[config.mk]
export PLATFORM = sky130hd
export DESIGN_NAME = debug_frame_initiator
export DESIGN_NICKNAME = d
export VERILOG_FILES = /design/src/rtl/debug_frame_initiator.sv
export SDC_FILE = /design/constraint.sdc
export NUM_CORES = 1
export LEC_CHECK = 0
export BUFFER_PORTS_ARGS = -buffer_cell sky130_fd_sc_hd__buf_4
export CAP_MARGIN = 25
export CORE_ASPECT_RATIO = 0.75
export CORE_MARGIN = 1
export CORE_UTILIZATION = 63
export DETAILED_ROUTE_END_ITERATION = 12
export PLACE_DENSITY = 0.87
export SYNTH_ARGS = -nofsm -noshare
export SYNTH_HDL_FRONTEND = slang
export SYNTH_SLANG_ARGS = --single-unit
[constraint.sdc]
create_clock -name clk -period 7.6 [get_ports clk]
set_input_delay 0.38 -clock clk [delete_from_list [all_inputs] [get_ports clk]]
set_output_delay 0.38 -clock clk [all_outputs]
set_load 0.01 [all_outputs]
[src/rtl/debug_frame_initiator.sv]
// debug_frame_initiator
// Host-side initiator for the on-chip debug frame protocol. It latches one
// request, sends it as a 12-byte frame on the TX byte stream, then hunts for
// the 5A A5 sync pair on the RX stream and checks the 8-byte acknowledge.
//
// Optional build macro: DEBUG_INITIATOR_RETRY_EN
//   defined   - a failed exchange (status 1, 2 or 3) resends the latched frame
//               up to MAX_RETRY times before reporting the last status.
//   undefined - every failure is reported immediately; no retry counter.
module debug_frame_initiator #(
    parameter int unsigned TIMEOUT_CYCLES = 2000000,
    parameter int unsigned MAX_RETRY      = 3
) (
    input  logic        clk,
    input  logic        reset,
    input  logic        req_valid,
    output logic        req_ready,
    input  logic [7:0]  req_cmd,
    input  logic [31:0] req_addr,
    input  logic [31:0] req_data,
    output logic        tx_valid,
    output logic [7:0]  tx_byte,
    input  logic        tx_ready,
    input  logic        rx_valid,
    input  logic [7:0]  rx_byte,
    output logic        rsp_valid,
    output logic [1:0]  rsp_status,
    output logic [31:0] rsp_payload,
    output logic        busy
);

    // Wide enough to hold TIMEOUT_CYCLES itself.
    localparam int unsigned TW = $clog2(TIMEOUT_CYCLES + 1);

    localparam logic [7:0] SYNC0 = 8'h5A;
    localparam logic [7:0] SYNC1 = 8'hA5;

    localparam logic [1:0] ST_OK      = 2'd0;
    localparam logic [1:0] ST_CSUM    = 2'd1;
    localparam logic [1:0] ST_CMD     = 2'd2;
    localparam logic [1:0] ST_TIMEOUT = 2'd3;

    typedef enum logic [2:0] {
        S_IDLE,
        S_SEND,
        S_WAIT_SYNC0,
        S_WAIT_SYNC1,
        S_RECV,
        S_DONE
    } state_t;

    // Parameter guard: this block only elaborates for an unsupported
    // configuration (retry limit beyond the 4-bit counter, or a timeout too
    // short to let one byte through), making such a build easy to spot.
    generate
        if (MAX_RETRY > 15 || TIMEOUT_CYCLES < 2) begin : g_unsupported_params
        end
    endgenerate

    state_t        state_q, state_d;
    logic [3:0]    idx_q, idx_d;
    logic [7:0]    cmd_q, cmd_d;
    logic [31:0]   addr_q, addr_d;
    logic [31:0]   data_q, data_d;
    logic [TW-1:0] tmo_q, tmo_d;
    logic [7:0]    sum_q, sum_d;
    logic          cmd_ok_q, cmd_ok_d;
    logic [31:0]   pay_q, pay_d;

    logic          req_ready_q, req_ready_d;
    logic          tx_valid_q, tx_valid_d;
    logic [7:0]    tx_byte_q, tx_byte_d;
    logic          rsp_valid_q, rsp_valid_d;
    logic [1:0]    rsp_status_q, rsp_status_d;
    logic [31:0]   rsp_payload_q, rsp_payload_d;
    logic          busy_q, busy_d;

`ifdef DEBUG_INITIATOR_RETRY_EN
    logic [3:0]    retry_q, retry_d;
`endif

    // Exchange-finished signalling from the receive path to the retry/report logic.
    logic          finish;
    logic [1:0]    fin_status;
    logic [31:0]   fin_payload;

    // Checksummed body of the request: CMD, ADDR big-endian, DATA big-endian.
    logic [7:0]    body [9];
    logic [7:0]    body_sum;
    logic [7:0]    tx_csum;
    logic [7:0]    rx_sum;

    assign body[0] = cmd_q;

    generate
        for (genvar gi = 0; gi < 4; gi++) begin : g_body_fields
            assign body[1 + gi] = addr_q[31 - 8*gi -: 8];
            assign body[5 + gi] = data_q[31 - 8*gi -: 8];
        end
    endgenerate

    // Request checksum: negated mod-256 sum so CMD..CSUM add up to zero.
    always_comb begin
        body_sum = 8'h00;
        for (int i = 0; i < 9; i++) begin
            body_sum = body_sum + body[i];
        end
        tx_csum = 8'h00 - body_sum;
    end

    // Running reply sum including the byte arriving this cycle.
    assign rx_sum = sum_q + rx_byte;

    // Next-state and next-output computation for the whole exchange.
    always_comb begin
        state_d       = state_q;
        idx_d         = idx_q;
        cmd_d         = cmd_q;
        addr_d        = addr_q;
        data_d        = data_q;
        tmo_d         = tmo_q;
        sum_d         = sum_q;
        cmd_ok_d      = cmd_ok_q;
        pay_d         = pay_q;
        rsp_status_d  = rsp_status_q;
        rsp_payload_d = rsp_payload_q;
        finish        = 1'b0;
        fin_status    = ST_OK;
        fin_payload   = 32'h0;
`ifdef DEBUG_INITIATOR_RETRY_EN
        retry_d       = retry_q;
`endif

        case (state_q)
            S_IDLE: begin
                if (req_valid && req_ready_q) begin
                    cmd_d   = req_cmd;
                    addr_d  = req_addr;
                    data_d  = req_data;
                    idx_d   = 4'd0;
                    state_d = S_SEND;
`ifdef DEBUG_INITIATOR_RETRY_EN
                    retry_d = 4'd0;
`endif
                end
            end

            S_SEND: begin
                if (tx_valid_q && tx_ready) begin
                    if (idx_q == 4'd11) begin
                        state_d = S_WAIT_SYNC0;
                        tmo_d   = '0;
                    end else begin
                        idx_d = idx_q + 4'd1;
                    end
                end
            end

            S_WAIT_SYNC0, S_WAIT_SYNC1, S_RECV: begin
                // A byte arriving on the timeout cycle wins over the timeout.
                if (rx_valid) begin
                    tmo_d = '0;
                    case (state_q)
                        S_WAIT_SYNC0: begin
                            if (rx_byte == SYNC0) begin
                                state_d = S_WAIT_SYNC1;
                            end
                        end
                        S_WAIT_SYNC1: begin
                            if (rx_byte == SYNC1) begin
                                state_d = S_RECV;
                                idx_d   = 4'd0;
                                sum_d   = 8'h00;
                            end else if (rx_byte != SYNC0) begin
                                state_d = S_WAIT_SYNC0;
                            end
                        end
                        default: begin
                            sum_d = rx_sum;
                            idx_d = idx_q + 4'd1;
                            if (idx_q == 4'd0) begin
                                cmd_ok_d = (rx_byte == (cmd_q | 8'h80));
                            end else if (idx_q <= 4'd4) begin
                                pay_d = {pay_q[23:0], rx_byte};
                            end else begin
                                finish      = 1'b1;
                                fin_payload = pay_q;
                                if (rx_sum != 8'h00) begin
                                    fin_status = ST_CSUM;
                                end else if (!cmd_ok_q) begin
                                    fin_status = ST_CMD;
                                end else begin
                                    fin_status = ST_OK;
                                end
                            end
                        end
                    endcase
                end else if (tmo_q == TW'(TIMEOUT_CYCLES - 1)) begin
                    finish      = 1'b1;
                    fin_status  = ST_TIMEOUT;
                    fin_payload = 32'h0;
                end else begin
                    tmo_d = tmo_q + TW'(1);
                end
            end

            S_DONE: begin
                state_d = S_IDLE;
            end

            default: begin
                state_d = S_IDLE;
            end
        endcase

        // A finished exchange either restarts the frame or gets reported.
        if (finish) begin
`ifdef DEBUG_INITIATOR_RETRY_EN
            if (fin_status != ST_OK && retry_q < 4'(MAX_RETRY)) begin
                state_d = S_SEND;
                idx_d   = 4'd0;
                retry_d = retry_q + 4'd1;
            end else
`endif
            begin
                state_d       = S_DONE;
                rsp_status_d  = fin_status;
                rsp_payload_d = fin_payload;
            end
        end

        // Outputs are registered copies of what the next state implies, so
        // tx_ready never reaches tx_valid combinationally.
        req_ready_d = (state_d == S_IDLE);
        busy_d      = (state_d != S_IDLE);
        tx_valid_d  = (state_d == S_SEND);
        rsp_valid_d = (state_d == S_DONE);
        tx_byte_d   = 8'h00;
        if (state_d == S_SEND) begin
            case (idx_d)
                4'd0:    tx_byte_d = SYNC0;
                4'd1:    tx_byte_d = SYNC1;
                4'd11:   tx_byte_d = tx_csum;
                default: tx_byte_d = body[idx_d - 4'd2];
            endcase
        end
    end

    // State, datapath and registered outputs; reset abandons any exchange.
    always_ff @(posedge clk) begin
        if (reset) begin
            state_q       <= S_IDLE;
            idx_q         <= 4'd0;
            cmd_q         <= 8'h00;
            addr_q        <= 32'h0;
            data_q        <= 32'h0;
            tmo_q         <= '0;
            sum_q         <= 8'h00;
            cmd_ok_q      <= 1'b0;
            pay_q         <= 32'h0;
            req_ready_q   <= 1'b1;
            tx_valid_q    <= 1'b0;
            tx_byte_q     <= 8'h00;
            rsp_valid_q   <= 1'b0;
            rsp_status_q  <= 2'd0;
            rsp_payload_q <= 32'h0;
            busy_q        <= 1'b0;
`ifdef DEBUG_INITIATOR_RETRY_EN
            retry_q       <= 4'd0;
`endif
        end else begin
            state_q       <= state_d;
            idx_q         <= idx_d;
            cmd_q         <= cmd_d;
            addr_q        <= addr_d;
            data_q        <= data_d;
            tmo_q         <= tmo_d;
            sum_q         <= sum_d;
            cmd_ok_q      <= cmd_ok_d;
            pay_q         <= pay_d;
            req_ready_q   <= req_ready_d;
            tx_valid_q    <= tx_valid_d;
            tx_byte_q     <= tx_byte_d;
            rsp_valid_q   <= rsp_valid_d;
            rsp_status_q  <= rsp_status_d;
            rsp_payload_q <= rsp_payload_d;
            busy_q        <= busy_d;
`ifdef DEBUG_INITIATOR_RETRY_EN
            retry_q       <= retry_d;
`endif
        end
    end

    assign req_ready   = req_ready_q;
    assign tx_valid    = tx_valid_q;
    assign tx_byte     = tx_byte_q;
    assign rsp_valid   = rsp_valid_q;
    assign rsp_status  = rsp_status_q;
    assign rsp_payload = rsp_payload_q;
    assign busy        = busy_q;

endmodule

# ---- Word level (Yosys, flattened, before mapping)
# Cells that the tools add are included.
dict set report classes {
  add_sub_neg 13
  magnitude_cmp 2
  eq_ne 18
  n_mux 47
  n_bitwise 5
  n_reduce_logical 17
}
# operator count
set op_table {}
lappend op_table {{$mux 32} 5}
lappend op_table {{$mux 21} 4}
lappend op_table {{$add 8x8->8} 9}
lappend op_table {{$pmux 21 s2} 1}
lappend op_table {{$bmux 8 s4} 1}
lappend op_table {{$mux 3} 8}
lappend op_table {{$mux 8} 3}
lappend op_table {{$pmux 8 s3} 1}
lappend op_table {{$add 21x1->21 const B} 1}
lappend op_table {{$eq 21x21->1 const B} 1}
lappend op_table {{$mux 4} 5}
lappend op_table {{$mux 2} 8}
lappend op_table {{$pmux 8 s2} 1}
lappend op_table {{$pmux 4 s3} 1}
lappend op_table {{$reduce_and 4->1} 3}
lappend op_table {{$pmux 3 s3} 1}
lappend op_table {{$eq 4x4->1 const B} 2}
lappend op_table {{$eq 8x7->1 const B} 1}
lappend op_table {{$eq 8x8->1} 1}
lappend op_table {{$eq 8x8->1 const B} 1}
lappend op_table {{$logic_not 4->1} 2}
lappend op_table {{$ne 8x7->1 const B} 1}
lappend op_table {{$pmux 4 s2} 1}
lappend op_table {{$reduce_bool 8->1} 1}
lappend op_table {{23 further kinds} 39}
dict set report word_totals {
  ff_bits 187
  input_bits 85
  out_inout_bits 46
  wordCells 118
}

# ---- Logic depth before layout (Yosys ltp)
dict set report logic_depth {
  ltp_word 11
  depth_mapped 17
  mapped_depth_nobuf 17
}

# ---- Worst setup path before layout
# Ideal clock, no wire load.
dict set report synth_path {
  kind {register -> register}
  from {reg addr_q[3]}
  to {reg tx_byte_q[6] (netlist: tx_byte[6])}
  setup_ns 0.124
  arrival_ns 4.240
  t_required_ns 7.476
  setup_slack_ns 3.236
  stages_incl_launch_ff 16
  n_path_buf 0
  period_less_slack_ns 4.364
  cell_sequence {dfxtp_1 > fa_1 > inv_1 > fa_1 > fa_1 > fa_1 > inv_1 > fa_1 > inv_1 > ha_1 > a31o_2 > a21o_1 > a21oi_1 > xnor2_1 > a221oi_1 > a21oi_1}
}
dict set report synth_between {
  elab_chain_cells 7
}
# element line_no
set synth_lines {}
lappend synth_lines {{from (decl)} 63} ;# logic [31:0] addr_q, addr_d;
lappend synth_lines {{from (signal assigned)} 275} ;# addr_q <= addr_d;
lappend synth_lines {{$add 8x8->8 (5 in series)} 106} ;# body_sum = body_sum + body[i];
lappend synth_lines {{$sub 1x8->8} 108} ;# tx_csum = 8'h00 - body_sum;
lappend synth_lines {{$pmux 8 s3} 240} ;# case (idx_d)
lappend synth_lines {{to (signal assigned)} 283} ;# tx_byte_q <= tx_byte_d;
lappend synth_lines {{to (decl)} 72} ;# logic [7:0] tx_byte_q, tx_byte_d;
# Every way passes these cells.
# A chain may end at the register's enable or synchronous reset.

# ---- Worst setup path in the final report
dict set report layout_path {
  from {reg addr_q[3]}
  to {reg tx_byte_q[7] (netlist: tx_byte[7])}
}
# Same word-level chain as after synthesis.

==> results.md <==
* Status: finished clean
* P_leak at 4.53 nW
* Num CTS Buffers at 17
* Worst path required time at 7.92 ns
* WS Path Type: flip-flop to flip-flop
* Syn nets at 1343
* CP max stage cell: fa_1
* Reg2reg setup slack at 2.99 ns
* TritonRoute pass-1 iters at 6
* Number of flops mapped to enable cells by yosys at 0
* CTS tree: built
* Die H at 110 µm
* Final period utilization at 60.7%
* CTS Sinks at 187
* Port Buffers at 130
* Synth unique cells at 82
* CTS Hold Bufs at 0
* RSZ-0062 raised after global routing: false
* Max-slew headroom at 30.2%
* Combinational share of power at 29.9%
* Met2 wire length at 11200 µm
* Dominant cell type by area after synthesis: dfxtp_1
* Final HPWL DP at 18400 µm
* # rows at 39
* Reg2reg start: addr_q[3]
* Initial Util at 64.6%
* Mapped Cells at 1187
* Flops & latches, synth at 187
* Async SR Flop Fraction at 0%
* Final wirelength at 25700 µm
* CTS root buffer: clkbuf_16
* Cts repair resizes at 0
* Synthesis warning total at 0
* Cell mode on critical path: fa_1
* First-pass GRT wire length at 40300 µm
* Critical Path Source Type: flip-flop
* Slowest stage delay, CP at 0.56 ns
* CP Data Arrival Time at 4.93 ns
* Worst R2R End: tx_byte[7]
* Max layer used: met4
* Worst hold path type: input port to flip-flop
* Psw at 0.000861 W
* Max Freq at 217 MHz
* P&R area growth vs syn at 16.3%
* Final setup TNS at 0 ns
* Internal power at 0.00179 W
* Largest net degree at the start of global routing at 100
* Nets@finish at 1438
* Slew @ Worst Pin at 1.05 ns
* R2R depth at 15
* Detailed Route Iter0 Violations at 877
* Drt drc at 0
* Vias in the first global route at 7984
* WHS Path Cells at 3
* Post-Syn Area at 0.00983 mm²
* Final period demand of the worst path at 4.61 ns
* Most common cell in the netlist: nand2_1
* Top Ports at 131
* Hold path endpoint: data_q[30]
* Setup Skew at 0.0101 ns
* CP Max Fanout at 3
* Number of setup violations in the final report at 0
* Gr usage total at 32.3%
* Crit. End Element: flip-flop
* Top-area cell type share of the netlist area at 38.1%
* Pwr dens at 232 mW/mm²
* Clock Power Share at 31.0%
* Sequential share of power at 39.1%
* Clk_lat worst skew at 0.44 ns
* Core box area at 0.0152 mm²
* Commonest cells in the netlist: nand2_1 (272), dfxtp_1 (187), a21oi_1 (161), inv_1 (98), nor2_1 (54)
* Switch share at 32.4%
* WL met3 at 2260 µm
* Hold WS at 0.181 ns
* Antenna diodes at 0
* Family with the most delay on the worst path: adder cells
* Critical path, cell by cell: fa_1 -> inv_1 -> fa_1 -> fa_1 -> fa_1 -> inv_1 -> fa_1 -> inv_1 -> ha_1 -> a21o_1 -> a21oi_1 -> o21ai_0 -> xnor2_1 -> a221oi_1 -> a21oi_1
* Worst Path Buf+Inv at 3
* Die area at 0.0161 mm²
* Post-route ant nets at 0
* Seq/Total Area, Yosys at 38.1%
* Max IR drop VDD at 165 µV
* Layout cells sized above 1 at 15.6%
* GPL Wtd Cong at 0.922
* Max-cap viol count at 0
* HP Start: req_data[30]
* Vias/cell at 5.83
* Metal-1 WL at 11800 µm
* Setup repair bufs after CTS at 0
* Post-DR wirelength/cell at 17.2 µm
* CTS clk-pin slew, worst paths at 0.07 ns
* Final hold vios at 0
* Max clock buf depth at 2
* Via count at 8738
* Initial antenna violation count at 0
* Mean area per synthesized cell at 8.28 µm²
* Slew Viols, Final at 0
* Synth Flop Type: dfxtp_1
* Htree depth at 4
* Dominant cells by area after synthesis: dfxtp_1 (38%), nand2_1 (10%), fa_1 (9.0%)
* Die span in x at 146 µm
* Grt ovf at 0
==> registers in the layout, summed over array words and instances (netlist names), 3 cells and up <==
name	flops
pay_q	32
tx_byte	8
tmo_q	21
rsp_payload	32
idx_q	4
sum_q	8
cmd_q	8
state_q	3
addr_q	32
data_q	32
==> stage by stage <==
stage	setup slack, ns	instances	instance area, µm²	utilization (%)	total power (W)
2_1_floorplan	3.24	1187	9830	-	0.00161
3_3_place_gp	3.10	1466	10900	71.3	0.00180
3_5_place_dp	3.01	1467	10900	71.4	0.00182
4_1_cts	2.99	1498	11400	75.0	0.00264
5_1_grt	2.79	1499	11400	75.1	0.00278
6_report	2.99	1499	11400	75.1	0.00265
==> logic make-up after synthesis <==
logic type	share of synthesized area, %
xor gates and xnor gates	4.28
buffers and inverters	6.63
DFF	38.1
muxes	3.03
adders and majority gates	12.4
AOI/OAI and AO/OA	15.1
and+or+nand+nor	20.4
==> worst max path at each step <==
stage / startpoint / to / cells after the start
after floorplan: addr_q[3] / tx_byte[6] / 15
after global placement: addr_q[3] / tx_byte[7] / 15
after detailed placement: addr_q[3] / tx_byte[7] / 15
after CTS: addr_q[3] / tx_byte[7] / 15
after global routing: addr_q[3] / tx_byte[7] / 15
final: addr_q[3] / tx_byte[7] / 15
==> tightest hold or removal path, stage by stage <==
cell and delay [ns]:
buf_4 0.11, nand2_1 0.04, a21oi_1 0.05
==> power by group through the flow <==
stage	Sequential [W]	Clock, W	Combinational, W
2_1_floorplan	0.00105	0	0.000562
3_3_place_gp	0.00106	0	0.000739
4_1_cts	0.00104	0.000824	0.000775
5_1_grt	0.00104	0.000866	0.000871
6_report	0.00104	0.000823	0.000794
3_5_place_dp	0.00106	0	0.000761
==> cell type report <==
type | count | area [µm²]
fillers | 1101 | 3800
multi-input cells | 837 | 5460
flip-flops and latches | 187 | 3740
well taps | 205 | 256
inverters | 100 | 375
repair buffers | 139 | 1060
clock buffers | 20 | 447
clock inverters | 11 | 88.8
==> layout by cell type (no fill, tap or decap), drive strengths merged, types with 6 or more instances in the layout <==
cell type / count
nand2: 273
dfxtp: 187
a21oi: 161
buf: 139
inv: 103
nor2: 54
nand3: 50
fa: 44
xnor2: 34
ha: 27
mux2i: 23
clkbuf: 20
o21ai: 19
nor3: 16
xor2: 14
nand4: 10
o22ai: 8
a221oi: 7
a2111o: 7
a22oi: 6
mux2: 6
clkinv: 6
==> layer usage <==
metal,track usage [%],up-vias
li1,-,4148
met1,46.8,4153
met2,48.7,396
met3,6.42,41
met4,10.1,0
met5,0,-
Power figures use the tool's default switching activity.
